### src/rtl/alu_pipe.sv
// alu_pipe: handshaked ALU with a multi-cycle multiplier and a one-entry
// output buffer. Single-cycle ops write the buffer at accept; multiplies
// run MUL_LAT cycles from captured operands before writing it.
module alu_pipe #(
  parameter int unsigned W       = 8,
  parameter int unsigned MUL_LAT = 3,
  parameter int unsigned RB      = $clog2(W)
) (
  input  logic           clk,
  input  logic           rst,
  input  logic           in_valid,
  output logic           in_ready,
  input  logic [W-1:0]   opa,
  input  logic [W-1:0]   opb,
  input  logic [3:0]     cmd,
  input  logic           mode,
  input  logic           cin,
  input  logic [1:0]     opv,
  output logic           out_valid,
  input  logic           out_ready,
  output logic [2*W-1:0] res,
  output logic           err,
  output logic           oflow,
  output logic           cout,
  output logic           g,
  output logic           l,
  output logic           e
);

  localparam int unsigned RW = 2 * W;
  localparam int unsigned CW = (MUL_LAT > 1) ? $clog2(MUL_LAT) : 1;
  localparam logic [W:0]  ONE = (W + 1)'(1);

  typedef enum logic {IDLE, MUL} state_t;

  state_t         state_q, state_d;
  logic [CW-1:0]  cnt_q, cnt_d;

  // Operands captured at accept; only consumed while a multiply is running.
  logic [W-1:0]   a_q, b_q;
  logic [3:0]     cmd_q;
  logic           mode_q, cin_q;
  logic [1:0]     opv_q;

  // Operand source for the shared datapath.
  logic [W-1:0]   a, b;
  logic [3:0]     op;
  logic           md, ci;
  logic [1:0]     ov;

  // Datapath results.
  logic [RW-1:0]  c_res;
  logic           c_err, c_oflow, c_cout, c_g, c_l, c_e, c_mul;

  // Output buffer.
  logic [RW-1:0]  res_q;
  logic           ov_q, err_q, oflow_q, cout_q, g_q, l_q, e_q;

  logic           accept, go_mul, mul_done, load;

  // Datapath scratch.
  logic [W:0]     ax, bx, sum;
  logic [W-1:0]   lg, rol, ror;
  logic [RW-1:0]  pa, pb;
  logic [1:0]     need;
  logic           defined, range_ok, is_mul;
  int unsigned    amt;

  assign in_ready = (state_q == IDLE) && (!ov_q || out_ready);
  assign accept   = in_valid && in_ready;
  assign go_mul   = accept && c_mul && (MUL_LAT > 1);
  assign mul_done = (state_q == MUL) && (cnt_q == '0);
  assign load     = (accept && !go_mul) || mul_done;

  // While multiplying, the datapath evaluates the captured command.
  always_comb begin
    if (state_q == MUL) begin
      a = a_q; b = b_q; op = cmd_q; md = mode_q; ci = cin_q; ov = opv_q;
    end else begin
      a = opa; b = opb; op = cmd; md = mode; ci = cin; ov = opv;
    end
  end

  // Combinational ALU: result, flags and error detection for one command.
  always_comb begin
    ax       = {1'b0, a};
    bx       = {1'b0, b};
    sum      = '0;
    lg       = '0;
    pa       = '0;
    pb       = '0;
    need     = 2'b11;
    defined  = 1'b1;
    is_mul   = 1'b0;
    c_res    = '0;
    c_oflow  = 1'b0;
    c_cout   = 1'b0;
    c_g      = 1'b0;
    c_l      = 1'b0;
    c_e      = 1'b0;
    amt      = 32'(b[RB-1:0]) % W;
    rol      = (a << amt) | (a >> (W - amt));
    ror      = (a >> amt) | (a << (W - amt));
    range_ok = 1'b1;
    if (md) begin
      case (op)
        4'd0:  begin sum = ax + bx; c_res = RW'(sum); end
        4'd1:  begin sum = ax - bx; c_res = RW'(sum); end
        4'd2:  begin sum = ax + bx + (W + 1)'(ci); c_res = RW'(sum); c_cout = sum[W]; end
        4'd3:  begin sum = ax - bx - (W + 1)'(ci); c_res = RW'(sum); c_cout = sum[W]; end
        4'd4:  begin need = 2'b01; sum = ax + ONE; c_res = RW'(sum); end
        4'd5:  begin need = 2'b01; sum = ax - ONE; c_res = RW'(sum); end
        4'd6:  begin need = 2'b10; sum = bx + ONE; c_res = RW'(sum); end
        4'd7:  begin need = 2'b10; sum = bx - ONE; c_res = RW'(sum); end
        4'd8:  begin c_g = (a > b); c_l = (a < b); c_e = (a == b); end
        4'd9:  begin
          is_mul = 1'b1;
          pa     = RW'(ax + ONE);
          pb     = RW'(bx + ONE);
          c_res  = pa * pb;
        end
        4'd10: begin
          is_mul = 1'b1;
          pa     = RW'(a >> 1);
          pb     = RW'(b);
          c_res  = pa * pb;
        end
        4'd11: begin
          sum     = ax + bx;
          c_res   = RW'(sum);
          c_cout  = sum[W];
          c_oflow = (a[W-1] == b[W-1]) && (sum[W-1] != a[W-1]);
          c_g     = ($signed(a) > $signed(b));
          c_l     = ($signed(a) < $signed(b));
          c_e     = (a == b);
        end
        4'd12: begin
          sum     = ax - bx;
          c_res   = RW'(sum);
          c_cout  = sum[W];
          c_oflow = (a[W-1] != b[W-1]) && (sum[W-1] != a[W-1]);
          c_g     = ($signed(a) > $signed(b));
          c_l     = ($signed(a) < $signed(b));
          c_e     = (a == b);
        end
        default: defined = 1'b0;
      endcase
    end else begin
      // Bit-vector ops go through lg so the inversions stay W bits wide.
      case (op)
        4'd0:  begin lg = a & b;    c_res = RW'(lg); end
        4'd1:  begin lg = ~(a & b); c_res = RW'(lg); end
        4'd2:  begin lg = a | b;    c_res = RW'(lg); end
        4'd3:  begin lg = ~(a | b); c_res = RW'(lg); end
        4'd4:  begin lg = a ^ b;    c_res = RW'(lg); end
        4'd5:  begin lg = ~(a ^ b); c_res = RW'(lg); end
        4'd6:  begin need = 2'b01; lg = ~a; c_res = RW'(lg); end
        4'd7:  begin need = 2'b10; lg = ~b; c_res = RW'(lg); end
        4'd8:  begin need = 2'b01; sum = {a, 1'b0}; c_res = RW'(sum); end
        4'd9:  begin need = 2'b01; lg = a >> 1; c_res = RW'(lg); end
        4'd10: begin need = 2'b10; sum = {b, 1'b0}; c_res = RW'(sum); end
        4'd11: begin need = 2'b10; lg = b >> 1; c_res = RW'(lg); end
        4'd12: begin range_ok = (b[W-1:RB] == '0); c_res = RW'(rol); end
        4'd13: begin range_ok = (b[W-1:RB] == '0); c_res = RW'(ror); end
        default: defined = 1'b0;
      endcase
    end
    c_err = !defined || (ov != need) || !range_ok;
    c_mul = is_mul && !c_err;
    if (c_err) begin
      c_res   = '0;
      c_oflow = 1'b0;
      c_cout  = 1'b0;
      c_g     = 1'b0;
      c_l     = 1'b0;
      c_e     = 1'b0;
    end
  end

  // Next-state and multiply countdown.
  always_comb begin
    state_d = state_q;
    cnt_d   = cnt_q;
    case (state_q)
      IDLE: begin
        if (go_mul) begin
          state_d = MUL;
          cnt_d   = CW'(MUL_LAT - 1);
        end
      end
      MUL: begin
        if (cnt_q == '0) state_d = IDLE;
        else             cnt_d   = cnt_q - CW'(1);
      end
      default: state_d = IDLE;
    endcase
  end

  // State register; reset aborts any multiply in flight.
  always_ff @(posedge clk or posedge rst) begin
    if (rst) begin
      state_q <= IDLE;
      cnt_q   <= '0;
    end else begin
      state_q <= state_d;
      cnt_q   <= cnt_d;
    end
  end

  // Command capture at every accepted transfer.
  always_ff @(posedge clk or posedge rst) begin
    if (rst) begin
      a_q    <= '0;
      b_q    <= '0;
      cmd_q  <= '0;
      mode_q <= 1'b0;
      cin_q  <= 1'b0;
      opv_q  <= '0;
    end else if (accept) begin
      a_q    <= opa;
      b_q    <= opb;
      cmd_q  <= cmd;
      mode_q <= mode;
      cin_q  <= cin;
      opv_q  <= opv;
    end
  end

  // Output buffer: a load wins over a same-cycle take.
  always_ff @(posedge clk or posedge rst) begin
    if (rst) begin
      ov_q    <= 1'b0;
      res_q   <= '0;
      err_q   <= 1'b0;
      oflow_q <= 1'b0;
      cout_q  <= 1'b0;
      g_q     <= 1'b0;
      l_q     <= 1'b0;
      e_q     <= 1'b0;
    end else begin
      if (load) begin
        ov_q    <= 1'b1;
        res_q   <= c_res;
        err_q   <= c_err;
        oflow_q <= c_oflow;
        cout_q  <= c_cout;
        g_q     <= c_g;
        l_q     <= c_l;
        e_q     <= c_e;
      end else if (out_ready) begin
        ov_q    <= 1'b0;
      end
    end
  end

  assign out_valid = ov_q;
  assign res       = res_q;
  assign err       = err_q;
  assign oflow     = oflow_q;
  assign cout      = cout_q;
  assign g         = g_q;
  assign l         = l_q;
  assign e         = e_q;

endmodule

### config.mk
export PLATFORM = sky130hd
export DESIGN_NAME = alu_pipe
export DESIGN_NICKNAME = d
export VERILOG_FILES = /design/src/rtl/alu_pipe.sv
export SDC_FILE = /design/constraint.sdc
export NUM_CORES = 1
export LEC_CHECK = 0
export ABC_AREA = 1
export BUFFER_PORTS_ARGS = -buffer_cell sky130_fd_sc_hd__buf_2
export CAP_MARGIN = 20
export CORE_ASPECT_RATIO = 2
export CORE_MARGIN = 2
export CORE_UTILIZATION = 35
export CTS_CLUSTER_SIZE = 12
export DETAILED_ROUTE_END_ITERATION = 10
export GPL_ROUTABILITY_DRIVEN = 0
export GPL_TIMING_DRIVEN = 0
export PLACE_DENSITY_LB_ADDON = 0.25
export RECOVER_POWER = 25
export SYNTH_ARGS = -nofsm -noshare
export SYNTH_HDL_FRONTEND = slang
export SYNTH_SLANG_ARGS = --single-unit
### constraint.sdc
create_clock -name clk -period 10.3 [get_ports clk]
set_input_delay 2.06 -clock clk [delete_from_list [all_inputs] [get_ports clk]]
set_output_delay 2.06 -clock clk [all_outputs]
set_load 0.01 [all_outputs]
==> insert_results.sql <==
INSERT INTO impl_metrics (metric_group, metric, value, unit) VALUES
('run_status', 'outcome', 'finished, violations left', ''),
('run_status', 'violated_checks', 'max-capacitance violations, max-slew violations', ''),
('critical_path', 'rr_startpoint', 'state_q', ''),
('detailed_routing', 'route.final.wire_length', '46.7', 'mm'),
('final_layout', 'diodes', '0', ''),
('clock_network', 'cts_made_buffers', '5', ''),
('die', 'initial_utilization', '35.6', '%'),
('clock_network', 'max-clock-path-buffers', '2', ''),
('die', 'die_h', '252', 'um'),
('flow_run', 'drv.max_cap_violation_count', '1', ''),
('clock_network', 'cts.repair_timing.setup_buffer_count', '0', ''),
('worst_hold_path', 'min_delay_path_class', 'register to register', ''),
('global_routing', 'grt_antenna_before_repair', '0', ''),
('worst_hold_path', 'hold_start', 'opv_q[0]', ''),
('synth', 'yosys_warning_total', '0', ''),
('timing', 'final_min_period_over_clock_period', '82.6', '%'),
('synth', 'ys_flop_type', 'dfrtp_1', ''),
('synth', 'leading_cell_type_by_number_of_instances_after_synthesis', 'nand2_1', ''),
('critical_path', 'timing_worst_setup_path_type', 'input pin to register', ''),
('power_and_ir_drop', 'overall_power', '1540', 'uW'),
('detailed_routing', 'ant_nets', '0', ''),
('clock_network', 'cts_tree', 'done', ''),
('detailed_routing', 'drt_first_iter_violations', '988', ''),
('critical_path', 'cp.required', '10.49', 'ns'),
('detailed_routing', 'via_density', '5.66', ''),
('global_routing', 'number_of_global_route_vias_before_repair', '11800', ''),
('die', 'dieWidth', '128', 'um'),
('die', 'row_count', '90', ''),
('synth', 'leading_area_contributor_after_synthesis', 'nand2_1', ''),
('clock_network', 'root_buffer', 'clkbuf_16', ''),
('critical_path', 'setup.worst_path.start_class', 'input pin', ''),
('final_layout', 'area_growth', '8.19', '%'),
('timing', 'slew_viol_final', '42', ''),
('critical_path', 'rrSetupSlack', '2.83', 'ns'),
('final_layout', 'final.fill_count', '3322', ''),
('timing', 'timing_worst_slew_pin_value', '2.35', 'ns'),
('synth', 'ys_seq_area_share', '11.6', '%'),
('synth', 'synthesis.nets', '1920', ''),
('power_and_ir_drop', 'worst_ir_drop_vdd', '0.000162', 'V'),
('final_layout', 'total_area_of_multi_input_combinational_cells', '8210', 'um2'),
('detailed_routing', 'detail_route.drc_violations', '0', ''),
('clock_network', 'clock_sink_count', '50', ''),
('final_layout', 'final_layout_size_suffix_gt1_share', '8.46', '%'),
('detailed_routing', 'firstDrtPassIters', '6', ''),
('clock_network', 'cts_resized', '0', ''),
('synth', 'post_synth_main_area_contributors', 'nand2_1 18%, fa_1 15%, dfrtp_1 12%', ''),
('die', 'design.portCount', '52', ''),
('critical_path', 'path_max_fanout', '12', ''),
('timing', 'finalHoldViolCount', '0', ''),
('critical_path', 'crit_path_end_kind', 'register', ''),
('final_layout', 'final-instance-count-excl-fill', '2142', ''),
('timing', 'setup_tns', '0', 'ns'),
('timing', 'max_slew_margin', '-56.3', '%'),
('timing', 'fin_skew', '0.00903', 'ns'),
('global_routing', 'grt.overflow.total', '0', ''),
('synth', 'syn-instance-count', '1714', ''),
('worst_hold_path', 'whs_path_depth', '2', ''),
('synth', 'async_reset_ff_share', '100', '%'),
('critical_path', 'worst_ep_arrival_time', '8.70', 'ns'),
('place', 'port_buffers', '51', ''),
('place', 'dp_cells', '2134', ''),
('worst_hold_path', 'holdPathEnd', 'opv_q[0]', ''),
('critical_path', 'timing.rr.end', 'res[8]', ''),
('synth', 'yosysTopAreaCellShare', '18.4', '%'),
('clock_network', 'clk_pin_slew_worst_paths', '0.07', 'ns'),
('detailed_routing', 'post_drt_wl_per_cell', '21.8', 'um'),
('synth', 'ys_types', '49', ''),
('timing', 'timing.fmax', '118', 'MHz'),
('power_and_ir_drop', 'power.density_cell_area', '132', 'nW/um2'),
('clock_network', 'cts_hold_fix_bufs', '0', ''),
('timing', 'rsz0062_at_grt', 'false', '');
layer usage:
metal / vias to the layer above / GRT usage, % / routed length, um
met5: - / 0 / 0
met4: 0 / 26.7 / 5490
met3: 255 / 3.60 / 2920
met2: 630 / 52.7 / 23600
met1: 5638 / 27.7 / 14700
li1: 5606 / - / -
state kept, by name (all words and copies together), names as in the netlist:
signal / count
res: 16
a_q: 8
b_q: 8
cmd_q: 4
cnt_q: 2
opv_q: 2
cin_q: 1
cout: 1
e: 1
err: 1
g: 1
l: 1
mode_q: 1
oflow: 1
out_valid: 1
state_q: 1
cells in the final DEF (no fill, tap or decap), drive strengths merged, types with 50 or more instances in the layout:
cell type	n
inv	264
ha	98
nor2	190
nand2	544
buf	80
o21ai	110
fa	80
dfrtp	50
a21oi	58
nand3	124
report_power, final:
group / switching, uW / total, uW / internal, uW
Combinational: 763 / 1130 / 369
Clock: 76.0 / 180 / 104
Sequential: 10.1 / 225 / 215
layout make-up:
cell class                      instances  area share (%)
Buffer                                 49            2.55
Clock buffer                            7            1.31
Clock inverter                          1          0.0753
Inverter                              266            8.60
Multi-Input combinational cell       1349            70.5
Sequential cell                        50            10.8
Tap cell                              368            3.96
Timing Repair Buffer                   52            2.23
cell families (layout without fill, tap and decap cells):
logic type	Yosys count	after routing	synth area share (%)
and+or+nand+nor	915	915	35.6
adders and majority gates	178	178	26.3
buffers and inverters	315	375	12.1
xor gates and xnor gates	12	12	0.977
DFF	50	50	11.6
AOI/OAI and AO/OA	244	244	13.4
critical path, cell delays in order:
cell,delay [ns]
buf_2,0.10
inv_1,0.10
nand2_1,0.10
o21ai_4,0.17
buf_4,0.27
clkbuf_1,0.58
ha_1,0.24
clkbuf_1,0.32
clkbuf_1,0.42
nand2_1,0.15
fa_1,0.52
inv_1,0.05
fa_1,0.50
inv_1,0.05
fa_1,0.47
fa_1,0.64
inv_1,0.06
ha_1,0.38
a21oi_1,0.32
nand2_1,0.19
o21ai_0,0.19
a21oi_1,0.08
a21oi_1,0.14
nand3b_1,0.16
nor2_1,0.15
nand4_1,0.09
nand2_1,0.11
nand2_1,0.05
how the worst max path moves through the flow:
stage / to / depth (start not counted)
after floorplan: res[8] / 27
after global placement: res[8] / 28
after detailed placement: res[14] / 26
after CTS: res[14] / 26
after global routing: res[8] / 28
final: res[8] / 28
per-stage QoR:
step | setup slack [ns] | hold WS (ns) | util, %
global route | 1.40 | 0.493 | 38.6
finish | 1.79 | 0.472 | 38.6
detailed placement | 1.60 | 0.458 | 38.1
floorplan | 3.14 | 0.441 | -
global placement | 1.65 | 0.455 | 38.0
CTS | 1.91 | 0.478 | 38.6
(Power assumes the default switching activity.)
